<file path="src/rtl/serial_ripple_subtractor.sv">
// Bit-serial ripple-borrow subtractor: diff = a - b - bin, one bit per clock, LSB first.
// Optional signed-overflow output ovf is built when SUB_OVF_EN is defined.
module serial_ripple_subtractor #(
   parameter int N = 4
) (
   input  logic         clk,
   input  logic         rst_n,
   input  logic         start,
   input  logic [N-1:0] a,
   input  logic [N-1:0] b,
   input  logic         bin,
   output logic         busy,
   output logic         done,
   output logic [N-1:0] diff,
   output logic         bout
`ifdef SUB_OVF_EN
   ,output logic        ovf
`endif
);

   localparam int CW = $clog2(N);

   localparam logic [1:0] S_IDLE = 2'd0;
   localparam logic [1:0] S_RUN  = 2'd1;
   localparam logic [1:0] S_DONE = 2'd2;

   logic [1:0]    r_state;
   logic [N-1:0]  r_a;
   logic [N-1:0]  r_b;
   logic          r_brw;
   logic [CW-1:0] r_cnt;
   logic [N-1:0]  r_res;
   logic [N-1:0]  r_diff;
   logic          r_bout;

   logic          w_accept;
   logic          w_last;
   logic          w_d;
   logic          w_brw_next;
   logic [N-1:0]  w_res_next;

   // Single full-subtractor cell operating on the current LSBs.
   assign w_d        = r_a[0] ^ r_b[0] ^ r_brw;
   assign w_brw_next = (~r_a[0] & r_b[0]) | (~(r_a[0] ^ r_b[0]) & r_brw);
   assign w_res_next = {w_d, r_res[N-1:1]};
   assign w_last     = (r_cnt == CW'(N - 1));
   assign w_accept   = start && ((r_state == S_IDLE) || (r_state == S_DONE));

   always_ff @(posedge clk or negedge rst_n) begin
      if (!rst_n) begin
         r_state <= S_IDLE;
         r_a     <= '0;
         r_b     <= '0;
         r_brw   <= 1'b0;
         r_cnt   <= '0;
         r_res   <= '0;
         r_diff  <= '0;
         r_bout  <= 1'b0;
      end else if (w_accept) begin
         r_a     <= a;
         r_b     <= b;
         r_brw   <= bin;
         r_cnt   <= '0;
         r_state <= S_RUN;
      end else if (r_state == S_RUN) begin
         r_a   <= r_a >> 1;
         r_b   <= r_b >> 1;
         r_brw <= w_brw_next;
         r_res <= w_res_next;
         r_cnt <= r_cnt + CW'(1);
         if (w_last) begin
            r_diff  <= w_res_next;
            r_bout  <= w_brw_next;
            r_state <= S_DONE;
         end
      end else begin
         r_state <= S_IDLE;
      end
   end

`ifdef SUB_OVF_EN
   logic r_amsb;
   logic r_bmsb;
   logic r_ovf;

   // Operand MSBs are kept aside because the shift registers lose them during RUN.
   always_ff @(posedge clk or negedge rst_n) begin
      if (!rst_n) begin
         r_amsb <= 1'b0;
         r_bmsb <= 1'b0;
         r_ovf  <= 1'b0;
      end else if (w_accept) begin
         r_amsb <= a[N-1];
         r_bmsb <= b[N-1];
      end else if ((r_state == S_RUN) && w_last) begin
         r_ovf <= (r_amsb != r_bmsb) && (w_res_next[N-1] != r_amsb);
      end
   end

   assign ovf = r_ovf;
`endif

   assign busy = (r_state == S_RUN);
   assign done = (r_state == S_DONE);
   assign diff = r_diff;
   assign bout = r_bout;

endmodule
</file>
<file path="config.mk">
export PLATFORM = sky130hd
export DESIGN_NAME = serial_ripple_subtractor
export DESIGN_NICKNAME = d
export VERILOG_FILES = /design/src/rtl/serial_ripple_subtractor.sv
export SDC_FILE = /design/constraint.sdc
export NUM_CORES = 1
export LEC_CHECK = 0
export ABC_AREA = 1
export CAP_MARGIN = 20
export CORE_UTILIZATION = 34
export DETAILED_ROUTE_END_ITERATION = 8
export PLACE_DENSITY = 0.57
export SETUP_SLACK_MARGIN = 0.02
export SYNTH_ARGS = -nofsm -noshare
export SYNTH_HDL_FRONTEND = slang
export SYNTH_SLANG_ARGS = --single-unit
</file>
<file path="constraint.sdc">
create_clock -name clk -period 2.5 [get_ports clk]
set_input_delay 0.5 -clock clk [delete_from_list [all_inputs] [get_ports clk]]
set_output_delay 0.5 -clock clk [all_outputs]
set_load 0.01 [all_outputs]
</file>
# --- Word level (Yosys, flattened, before mapping) ---
# Cells that the tools add are included.
classes:
  n_addsub: 1
  eq_ne: 4
  mux: 11
  bitwise: 8
  reduce_logical: 6
ops:
  columns: ["cell", "count"]
  rows:
  - ["4-bit 2-to-1 mux", 4]
  - ["2-bit 2-to-1 mux", 5]
  - ["2-bit equality test, second input constant", 2]
  - ["3-bit by 1-bit != test with 1-bit output, second input constant", 1]
  - ["1-bit inverter", 3]
  - ["3-bit AND reduction", 1]
  - ["2-bit by 1-bit adder with 2-bit output, second input constant", 1]
  - ["1-bit AND", 2]
  - ["2-bit by 1-bit equality test with 1-bit output, second input constant", 1]
  - ["2-bit logical NOT", 1]
  - ["1-bit 2-to-1 mux", 2]
  - ["2-bit AND reduction", 1]
  - ["2-bit nonzero test", 1]
  - ["1-bit XOR", 2]
  - ["1-bit logical AND", 1]
  - ["1-bit logical OR", 1]
  - ["1-bit OR", 1]
totals:
  reg_bits: 22
  input_bits: 12
  out_inout_bits: 7
  wordCells: 38

# --- Depth between registers and ports, before layout ---
depth:
  depth_word: 6
  ltp_mapped: 7
  ltp_nobuf: 7

# --- Least setup slack after synthesis ---
# No wires, ideal clock.
synth_timing:
  path_kind: "flip-flop to output port"
  from: "register r_state[1]"
  to: "output port done"
  t_arrival_ps: 723
  t_required_ps: 2000
  path_slack_ps: 1277
  stages_incl_launch_ff: 3
  n_path_buf: 0
  path_cell_list: "dfrtp_1 -> inv_4 -> nor2_1"
synth_between:
  elab_chain_len: 1
synth_lines:
  columns: ["item", "line_no", "rtl"]
  rows:
  - ["start, declared", "27", "logic [1:0] r_state;"]
  - ["start signal, assigned", "51", "r_state <= S_IDLE;"]
  - ["start signal, assigned", "64", "r_state <= S_RUN;"]
  - ["start signal, assigned", "74", "r_state <= S_DONE;"]
  - ["2-bit equality test", "104", "assign done = (r_state == S_DONE);"]
  - ["end, declared", "13", "output logic done,"]
# No other way between the ends.

# --- Worst setup path after layout ---
layout_timing:
  from: "register r_state[0]"
  to: "output port busy"
layout_between:
  elab_chain_len: 1
layout_lines:
  columns: ["item", "line_no", "rtl"]
  rows:
  - ["2-bit by 1-bit equality test with 1-bit output", "103", "assign busy = (r_state == S_RUN);"]
  - ["end, declared", "12", "output logic busy,"]
# No other way between the ends.

==> flow_metrics.py <==
metrics = {
    "run_status": {
        "outcome": "finished with violations",
        "violations": "DRC",
    },
    "cts": {
        "clk_path_buf_depth": 2,
        "cts_tree": "yes",
        "cts_hold_buf": 0,
        "insertion_delay_ps": 300,
        "cts-root-buf": "clkbuf_4",
        "cts_setup_buffers": 0,
        "clk_pin_slew_worst_paths_ps": 120,
        "clkSinkCount": 21,
        "cts-buffers-inserted": 3,
        "ctsResizeCount": 0,
        "ctsHtreeMaxLevel": 1,
    },
    "drt": {
        "drcViolationCount": 2,
        "wl_per_cell_um": 11.4,
        "vias": 738,
        "wl_mm": 1.91,
        "drt_pass1_iterations": 6,
        "drtIter0Drc": 12,
        "avgViaCountPerCell": 4.39,
        "ant_nets": 0,
    },
    "finish": {
        "stdcell_area_sq_um": 1280,
        "final_cell_mix": "nand2_1, dfrtp_1, clkdlybuf4s50_1, inv_1",
        "regArea_sq_um": 526,
        "syn_to_final_growth_pct": 23.3,
        "multi_input_area_sq_um": 412,
        "fillCellCount": 286,
        "final_common_cell": "nand2_1",
        "drive_above_1_share_pct": 17.5,
        "finalNetCount": 152,
        "diodes": 0,
    },
    "sta": {
        "drv_slew": 0,
        "clock_skew_ps": 5.52,
        "rsz0062_at_grt": "false",
        "fin_crit_sh_pct": 89.1,
        "period_needed_ps": 2230,
        "finalSetupViolCount": 0,
        "tightest_slew_ps": 418,
        "hold_viol": 0,
        "max-slew-margin-rel_pct": 72.1,
        "setup_tns_ps": 0,
        "fmax_mhz": 449,
    },
    "yosys": {
        "ys_types": 19,
        "synth_seq_cells": 21,
        "ys_seq_area_share_pct": 50.5,
        "synth_top_area_cell": "dfrtp_1",
        "syn_avg_cell_area_sq_um": 9.05,
        "yosysWarnings": 0,
        "synth.cell_area_sq_um": 1040,
        "synth_top_area_share_pct": 50.5,
        "syn_nets": 129,
        "syn_inst": 115,
        "yosys-top-cells-area": "dfrtp_1, nand2_1, inv_1",
    },
    "worst_hold_path": {
        "hold_path.class": "flip-flop to flip-flop",
    },
    "grt": {
        "antenna_found_initial": 0,
        "grt_first_pass_wirelength_mm": 3.40,
        "gr-total-overflow": 0,
        "grt_pass1_vias": 773,
        "grt_use_total_pct": 13.8,
        "grt_max_degree": 22,
    },
    "worst_setup_path": {
        "worstSetupStartpointType": "flip-flop",
        "critPathMaxFanout": 8,
        "critPathKind": "flip-flop to output pin",
        "cp.arrival_ps": 1730,
        "required_ps": 2000,
        "cp-end-kind": "output pin",
    },
    "placed_design": {
        "hpwl_mm": 1.40,
        "place_area_sq_um": 1260,
        "gp_congestion": 0.720,
        "io_buffers": 18,
    },
    "floorplan": {
        "ios": 19,
        "die_h_um": 57.3,
        "die_area_sq_um": 3290,
        "start_util_pct": 36.8,
        "die_w_um": 57.3,
        "core_area_sq_um": 2830,
        "row_count": 19,
    },
    "pwr": {
        "p_int_mw": 0.885,
        "p_clk_share_pct": 10.7,
        "p_leak_nw": 0.662,
        "netSwitchingFraction_pct": 43.2,
        "power_density_nw_per_um2": 1210,
        "switchingPower_mw": 0.674,
        "comb_power_share_pct": 48.8,
        "ir_drop_uv": 537,
        "seqPwrFrac_pct": 40.5,
    },
    "job": {
        "drv_cap": 0,
    },
}
## area by class of cell
| cell class | count | area share (%) |
|---|---|---|
| clock buffer | 3 | 1.75 |
| clock inverter | 1 | 0.390 |
| inverter | 20 | 7.21 |
| multi-input combinational | 73 | 32.1 |
| sequential | 21 | 40.9 |
| tap | 31 | 3.02 |
| timing repair buffer | 19 | 14.6 |
## synth_stat cells
cell and number:
o21ai_1 5, nand3_1 9, buf_6 1, ha_1 1
nand2_4 2, a21oi_1 1, nand2_8 2, nand2_2 9
o21ai_0 4, inv_4 2, fa_1 1, dfrtp_1 21
nand2_1 35, inv_2 1, nor2_1 2, nor2_2 1
clkinv_8 1, inv_1 16, nor2_8 1
## worst max-delay path, cell delays in order (launching register included)
cell and delay (ps):
dfrtp_1 620, inv_4 120, nor2_8 140, clkdlybuf4s50_1 550
## routing by layer
layer | GRT usage, % | wire [um] | vias up
li1 | - | - | 393
met5 | 0 | 0 | -
met1 | 18.0 | 928 | 328
met4 | 6.27 | 12 | 0
met2 | 22.4 | 866 | 15
met3 | 2.49 | 107 | 2
## cell families (layout without fill, tap and decap cells)
family	count (synthesis)	in the layout	synth area share, %
and+or+nand+nor	61	61	31.6
DFF	21	21	50.5
buffers and inverters	21	43	9.98
AOI/OAI and AO/OA	10	10	4.81
adders and majority gates	2	2	3.12
## through the flow
step | cells | worst slack (ps) | utilization (%) | hold WS, ps | power (mW)
finish | 168 | 272 | 45.4 | 486 | 1.56
CTS | 168 | 242 | 45.4 | 494 | 1.59
global route | 168 | 181 | 45.4 | 526 | 1.73
detailed placement | 164 | 611 | 44.4 | 473 | 1.42
floorplan | 115 | 1280 | - | 204 | 1.19
global placement | 164 | 619 | 44.4 | 462 | 1.41
## flip-flops by register name, summed over array words and instances (netlist names)
signal	count
diff	4
r_a	4
r_b	4
r_res	3
r_cnt	2
r_state	2
bout	1
r_brw	1
## final timing paths
check,from,to,slack [ps],depth (start not counted)
min in group asynchronous,rst_n,r_b[3]$_DFFE_PN0P_,520,2
worst min register to register,r_cnt[0]$_DFFE_PN0P_,r_cnt[0]$_DFFE_PN0P_,490,1
worst max register to register,r_a[0]$_DFFE_PN0P_,r_res[3]$_DFFE_PN0P_,1240,3
max in group asynchronous,rst_n,r_state[1]$_DFFE_PN0P_,1760,2
worst max-delay path,r_state[0]$_DFFE_PN0P_,busy,270,3
worst min-delay path,r_cnt[0]$_DFFE_PN0P_,r_cnt[0]$_DFFE_PN0P_,490,1
## power by group through the flow
stage / registers (mW) / clock network (mW) / logic, mW
after detailed placement: 0.638 / 0 / 0.780
after global routing: 0.653 / 0.190 / 0.888
after floorplan: 0.610 / 0 / 0.581
after global placement: 0.633 / 0 / 0.774
final: 0.631 / 0.166 / 0.762
after CTS: 0.633 / 0.175 / 0.786
(Power assumes the default switching activity.)
